$ cat config.mk
export PLATFORM = sky130hd
export DESIGN_NAME = majority_vote_acc
export DESIGN_NICKNAME = d
export VERILOG_FILES = /design/src/rtl/majority_vote_pkg.sv /design/src/rtl/majority_vote_acc_popcount.sv /design/src/rtl/majority_vote_acc.sv
export SDC_FILE = /design/constraint.sdc
export NUM_CORES = 1
export LEC_CHECK = 0
export CAP_MARGIN = 20
export CORE_UTILIZATION = 30
export CTS_CLUSTER_SIZE = 25
export DETAILED_ROUTE_END_ITERATION = 8
export PLACE_DENSITY = 0.57
export SETUP_SLACK_MARGIN = 0.05
export SLEW_MARGIN = 20
export SYNTH_ARGS = -nofsm -noshare
export SYNTH_HDL_FRONTEND = slang
export SYNTH_SLANG_ARGS = --single-unit
$ cat constraint.sdc
create_clock -name clk -period 2.2 [get_ports clk]
set_input_delay 0.44 -clock clk [delete_from_list [all_inputs] [get_ports clk]]
set_output_delay 0.44 -clock clk [all_outputs]
set_load 0.01 [all_outputs]
$ cat src/rtl/majority_vote_pkg.sv
// Shared types and helpers for the streaming majority/tie voter.
package majority_vote_pkg;

  typedef enum logic [1:0] {ACCUM, WAIT, HOLD} state_t;

  localparam int HIST_W = 16;

  // Width that holds every possible yes-count of one group (0 .. n*rounds).
  function automatic int count_width(input int n, input int rounds);
    return $clog2(n * rounds + 1);
  endfunction

endpackage

$ cat src/rtl/majority_vote_acc_popcount.sv
// Combinational ones count of an N-bit vector.
module popcount #(
  parameter  int N  = 4,
  localparam int PW = $clog2(N + 1)
) (
  input  logic [N-1:0]  bits,
  output logic [PW-1:0] count
);

  always_comb begin
    count = '0;
    for (int i = 0; i < N; i++) count = count + PW'(bits[i]);
  end

endmodule

$ cat src/rtl/majority_vote_acc.sv
// Pipelined majority/tie voter: accumulates ROUNDS N-bit vote vectors per decision.
// Optional VOTE_HIST_EN adds saturating decision-history counters.
module majority_vote_acc
  import majority_vote_pkg::*;
#(
  parameter  int N      = 4,
  parameter  int ROUNDS = 1,
  localparam int CW     = count_width(N, ROUNDS)
) (
  input  logic              clk,
  input  logic              rst,
  input  logic              clr,
  input  logic              in_valid,
  output logic              in_ready,
  input  logic [N-1:0]      in_votes,
  output logic              out_valid,
  input  logic              out_ready,
  output logic              out_result,
  output logic              out_tie,
  output logic [CW-1:0]     out_count
`ifdef VOTE_HIST_EN
  ,
  output logic [HIST_W-1:0] hist_major,
  output logic [HIST_W-1:0] hist_tie
`endif
);

  localparam int             PW       = $clog2(N + 1);
  localparam int             RW       = $clog2(ROUNDS + 1);
  localparam logic [RW-1:0]  LAST_RND = RW'(ROUNDS - 1);
  localparam logic [CW+1:0]  TOTAL    = (CW + 2)'(N * ROUNDS);

  state_t        state, state_nx;
  logic [RW-1:0] rnd;
  logic [PW-1:0] pop, s1_pop;
  logic          s1_vld, s1_last;
  logic [CW-1:0] acc;
  logic [CW:0]   sum;
  logic          accept, last, done, flush;

  assign flush  = rst | clr;
  assign last   = (rnd == LAST_RND);
  assign done   = out_valid & out_ready;
  assign accept = in_valid & in_ready;
  assign sum    = {1'b0, acc} + (CW + 1)'(s1_pop);

  popcount #(.N(N)) u_pop (.bits(in_votes), .count(pop));

  // HOLD lets a new group start in the same cycle the decision is taken.
  always_comb begin
    state_nx = state;
    in_ready = 1'b0;
    case (state)
      ACCUM: begin
        in_ready = 1'b1;
        if (in_valid && last) state_nx = WAIT;
      end
      WAIT: if (s1_vld && s1_last) state_nx = HOLD;
      HOLD: begin
        in_ready = out_ready;
        if (done) state_nx = (in_valid && last) ? WAIT : ACCUM;
      end
      default: state_nx = ACCUM;
    endcase
    if (flush) begin
      in_ready = 1'b0;
      state_nx = ACCUM;
    end
  end

  always_ff @(posedge clk) begin
    if (flush) begin
      state      <= ACCUM;
      rnd        <= '0;
      s1_vld     <= 1'b0;
      s1_pop     <= '0;
      s1_last    <= 1'b0;
      acc        <= '0;
      out_valid  <= 1'b0;
      out_result <= 1'b0;
      out_tie    <= 1'b0;
      out_count  <= '0;
    end else begin
      state  <= state_nx;
      s1_vld <= accept;
      if (accept) begin
        s1_pop  <= pop;
        s1_last <= last;
        rnd     <= last ? '0 : rnd + 1'b1;
      end
      if (done) out_valid <= 1'b0;
      if (s1_vld) begin
        if (s1_last) begin
          acc        <= '0;
          out_valid  <= 1'b1;
          out_count  <= sum[CW-1:0];
          out_result <= {sum, 1'b0} > TOTAL;
          out_tie    <= {sum, 1'b0} == TOTAL;
        end else begin
          acc <= sum[CW-1:0];
        end
      end
    end
  end

`ifdef VOTE_HIST_EN
  // History survives clr; only a delivered decision counts.
  always_ff @(posedge clk) begin
    if (rst) begin
      hist_major <= '0;
      hist_tie   <= '0;
    end else if (done && !clr) begin
      if (out_result && hist_major != '1) hist_major <= hist_major + 1'b1;
      if (out_tie && hist_tie != '1)      hist_tie   <= hist_tie + 1'b1;
    end
  end
`endif

endmodule

# Yosys cells after proc, flatten, opt, wreduce, memory -nomap -nowiden
# Index checks and enable logic that the tools add are counted.
[word_totals] ff_bits=17 input_bits=9 output_inout_bits=7 word_cells=43
[op_classes] addsub=5 magnitude_cmp=1 n_eq_ne=6 mux=12 bitwise=4 reduce_logical=5
[op_table] op="$add A3 B1 Y3" n=2
[op_table] op="$mux W1" n=6
[op_table] op="$mux W2" n=3
[op_table] op="$ne A2 B2 Y1 const B" n=3
[op_table] op="$pmux W2 S3" n=1
[op_table] op="$gt A5 B3 Y1 const B" n=1
[op_table] op="$add A3 B3 Y4" n=1
[op_table] op="$eq A4 B2 Y1 const B" n=1
[op_table] op="$mux W3" n=1
[op_table] op="$reduce_and A3 Y1" n=1
[op_table] op="$add A1 B1 Y2" n=1
[op_table] op="$and A1 B1 Y1" n=2
[op_table] op="$eq A2 B1 Y1 const B" n=1
[op_table] op="$eq A2 B2 Y1 const B" n=1
[op_table] op="$logic_and A1 B1 Y1" n=2
[op_table] op="$logic_not A2 Y1" n=1
[op_table] op="$pmux W1 S2" n=1
[op_table] op="$reduce_and A2 Y1" n=1
[op_table] op="$add A1 B1 Y1 const B" n=1
[op_table] op="$not A1 Y1" n=1
[op_table] op="$or A1 B1 Y1" n=1

# Depth between registers and ports, before layout
[logic_depth] word_depth=5 mapped_depth=6 mapped_depth_nobuf=6

# Modules after synthesis
# From an unflattened synthesis, not the netlist that was laid out.
[hier_totals] cells_unflattened=91 hier_area_um2=825.8
[by_module_without_submodules] mod="majority_vote_acc" n_inst=1 cells_per_inst=83 area_each_um2=762.0 seq_area_each_um2=320.3
[by_module_without_submodules] mod="popcount" n_inst=1 cells_per_inst=8 area_each_um2=63.8 seq_area_each_um2=0.0

# Worst setup path before layout
# OpenSTA, ideal clock, no wires.
[synth_timing] kind="input port to flip-flop" startpoint="in in_votes[0]" endpoint="reg s1_pop[1]" setup_ns=0.070 t_arrival_ns=1.527 required_time_ns=2.130 path_slack_ns=0.603 cell_stages=5 path_buffers=0 path_cell_list="ha_1 fa_1 ha_1 nand4_1 a21oi_1"
[synth_between] elab_chain_len=3
[synth_lines] item="start, declared" line="majority_vote_acc.sv:15" text="input logic [N-1:0] in_votes,"
[synth_lines] item="$add A1 B1 Y2" line="majority_vote_acc_popcount.sv:12" text="for (int i = 0; i < N; i++) count = count + PW'(bits[i]);"
[synth_lines] item="$add A3 B1 Y3 (2 in series)" line="majority_vote_acc_popcount.sv:12"
[synth_lines] item="named net pop[1]" line="majority_vote_acc.sv:35" text="logic [PW-1:0] pop, s1_pop;"
[synth_lines] item="end signal, assigned" line="majority_vote_acc.sv:87" text="s1_pop <= pop;"
[synth_lines] item="end, declared" line="majority_vote_acc.sv:35"
# The timed path passes the listed nets, and every way through them passes these cells.
# A chain may end at the register's enable or synchronous reset.

# Worst setup path in the final report
[layout_timing] startpoint="in clr" endpoint="out in_ready"
[layout_between] elab_chain_len=2
[layout_lines] item="start, declared" line="majority_vote_acc.sv:12" text="input logic clr,"
[layout_lines] item="$or A1 B1 Y1" line="majority_vote_acc.sv:41" text="assign flush = rst | clr;"
[layout_lines] item="$mux W1" line="majority_vote_acc.sv:65" text="if (flush) begin"
[layout_lines] item="end, declared" line="majority_vote_acc.sv:14" text="output logic in_ready,"
# Every way passes these cells.

==> run metrics <==
CP max FO=2; vias per inst=4.76; M1 wire length=752 µm; Tcrit/Tclk final=0.903; final estimated routing congestion in global placement=0.726; Horiz. Die Dim=54.5 µm; Total Power=542 µW; RSZ-0062 raised after global routing=false; Routed Antenna Nets=0; syn_area_per_cell=9.19 µm²; row cnt=18; top layer in use=met4; Clock Pin Slew Worst Setup and Hold Paths=0.09 ns; Via Count=657; Slew @ Worst Pin=0.461 ns; Yosys top cell area share=0.387; Pleak=0.364 nW; crit path launch type=input port; Initial Utilization=0.325; # port buffers=15; CTS tree=yes; net count after synthesis=106; CP arrival=1.55 ns; Seq/Total Area, Yosys=0.387; core footprint=2540 µm²; multi-input logic area=465 µm²; initial DRC count=6; clock buffer depth=2; Critical Path RT=1.76 ns; PD cells=519 nW/µm²; fraction of layout cells with a size suffix above 1=0.0926; setup ws final=0.212 ns; Pins Over Slew Limit=0; Finish-stage setup viols=0; Non-Filler Instances=138; top cell type by total area after synthesis=dfxtp_1; Seq cells post-synth=16; Nets=125; Setup crit end kind=primary output; maximum number of pins on one net before global-route repair=18; sequential cell area=320 µm²; Clock Sinks=16; DRT Wirelength=1560 µm; routed len/inst=11.3 µm; total CTS buffers=3; metal2 WL=718 µm; Worst Hold Slack=0.456 ns; Maximum Capacitance Violations=0; Mapped Cells=90; P&R area growth vs syn=26.5%; Hold Path Class=reg -> reg; setup TNS=0 ns; total global-route track usage=0.123; H-Tree Depth=1; placed insts=134; met3 routed WL=78 µm; peak supply drop=0.441 mV; vias in the first global route=561; Ports=16; Slew Limit Headroom=0.691; distinct cell type count of the synthesized netlist=31; Final Hold Viols=0; Tmin final=1.99 ns; Mapped Area=827 µm²; outcome=finished, final reports clean; Setup Skew=0.00353 ns; die area=2970 µm²; initial antenna violation count=0; Die Y=54.5 µm; CTS Root Buffer Type=clkbuf_4; placed wire-length estimate=1250 µm; GRT overflow=0; dpl ws=-0.0734 ns; crit path kind=in -> out; Pre-antenna DRT Iters=4; first-pass GRT wire length=2420 µm; Clock Latency Late Sink=0.29 ns; Residual DRC=0; achievable frequency=503 MHz; Fillers=263; Diodes inserted=0; most area-consuming cells after synthesis=dfxtp_1, ha_1, a21oi_1; Synth warnings=0
[per-layer routing]
layer | track usage | vias up
li1 | - | 353
met1 | 0.141 | 284
met2 | 0.199 | 17
met3 | 0.0583 | 3
met4 | 0.0385 | 0
met5 | 0 | -
[cell type report]
cell class | instances | area share
clock buffers | 4 | 0.0347
flip-flops and latches | 16 | 0.306
well taps | 30 | 0.0359
repair buffers | 18 | 0.164
multi-input cells | 66 | 0.445
inverters | 4 | 0.0144
[flip-flops by register name (all words and copies together), names as in the netlist, 2 cells and up]
register / cells
acc: 3
s1_pop: 3
state: 2
out_count: 3
[critical path, cell delays in order]
cell and delay [ns]:
clkdlybuf4s50_1 0.41, or2_1 0.25, nor3_1 0.16, dlygate4sd2_1 0.28
[through the flow]
stage	instance area, µm²	util
after floorplan	827	-
after global placement	1010	0.397
after detailed placement	1010	0.397
after CTS	1050	0.411
after global routing	1050	0.411
final	1050	0.411
[power by group]
group          internal [mW]  switching, mW  total (mW)
clock network          0.101         0.0934       0.194
registers              0.292        0.00405       0.296
logic                 0.0279         0.0239      0.0518
[Yosys cell counts]
master    number
inv_1          4
a31o_2         1
and2_1         1
nor3_2         1
nand3_1        1
nand2b_1       5
buf_6          1
o31ai_1        3
buf_2          3
nand4_1        3
nor3_1         2
nor2_1         5
and2b_1        1
a21oi_1       12
ha_1           5
fa_1           2
dfxtp_1       16
o21a_1         1
o21ai_0        1
a21boi_0       1
o21bai_1       1
nand3b_1       3
xnor2_1        1
a31o_1         1
nand2_1        7
a211oi_1       1
nor2b_1        3
or2_1          1
and3_1         1
mux2i_1        1
nor4_4         1
[layout by cell type (no fill, tap or decap), types with 2 or more instances in the layout]
cell type,count
a21oi_1,12
ha_1,5
dfxtp_1,16
clkdlybuf4s50_1,14
nor2_1,5
clkbuf_4,3
nand4_1,3
nor3_1,2
buf_4,3
fa_1,2
o31ai_1,3
inv_1,4
nand3b_1,3
nand2b_1,5
nand2_1,7
nor2b_1,3
[worst paths after layout]
kind                                                 from                        end  slack [ns]  depth (start not counted)
worst min register to register  out_count[0]$_SDFFE_PP0P_  out_count[0]$_SDFFE_PP0P_        0.46                          2
worst max register to register        acc[0]$_SDFFE_PP0P_       out_tie$_SDFFE_PP0P_        0.53                          6
worst min-delay path            out_count[0]$_SDFFE_PP0P_  out_count[0]$_SDFFE_PP0P_        0.46                          2
worst max-delay path                                  clr                   in_ready        0.21                          4
[logic make-up after synthesis]
kind of cell / count (synthesis) / share of synthesized area
AO/OA/AOI/OAI: 22 / 0.163
multiplexers: 1 / 0.0121
flip-flops: 16 / 0.387
XOR/XNOR: 1 / 0.0106
buffers and inverters: 8 / 0.0499
AND/OR/NAND/NOR: 35 / 0.253
adder cells (fa/ha/maj): 7 / 0.124
[timing repair]
action                                  in CTS  in global routing
hold buffers                                 0                  0
buffers inserted                             0                  0
resized for setup                            1                  0
endpoints found under the setup margin       1                  0
Power figures use the tool's default switching activity.
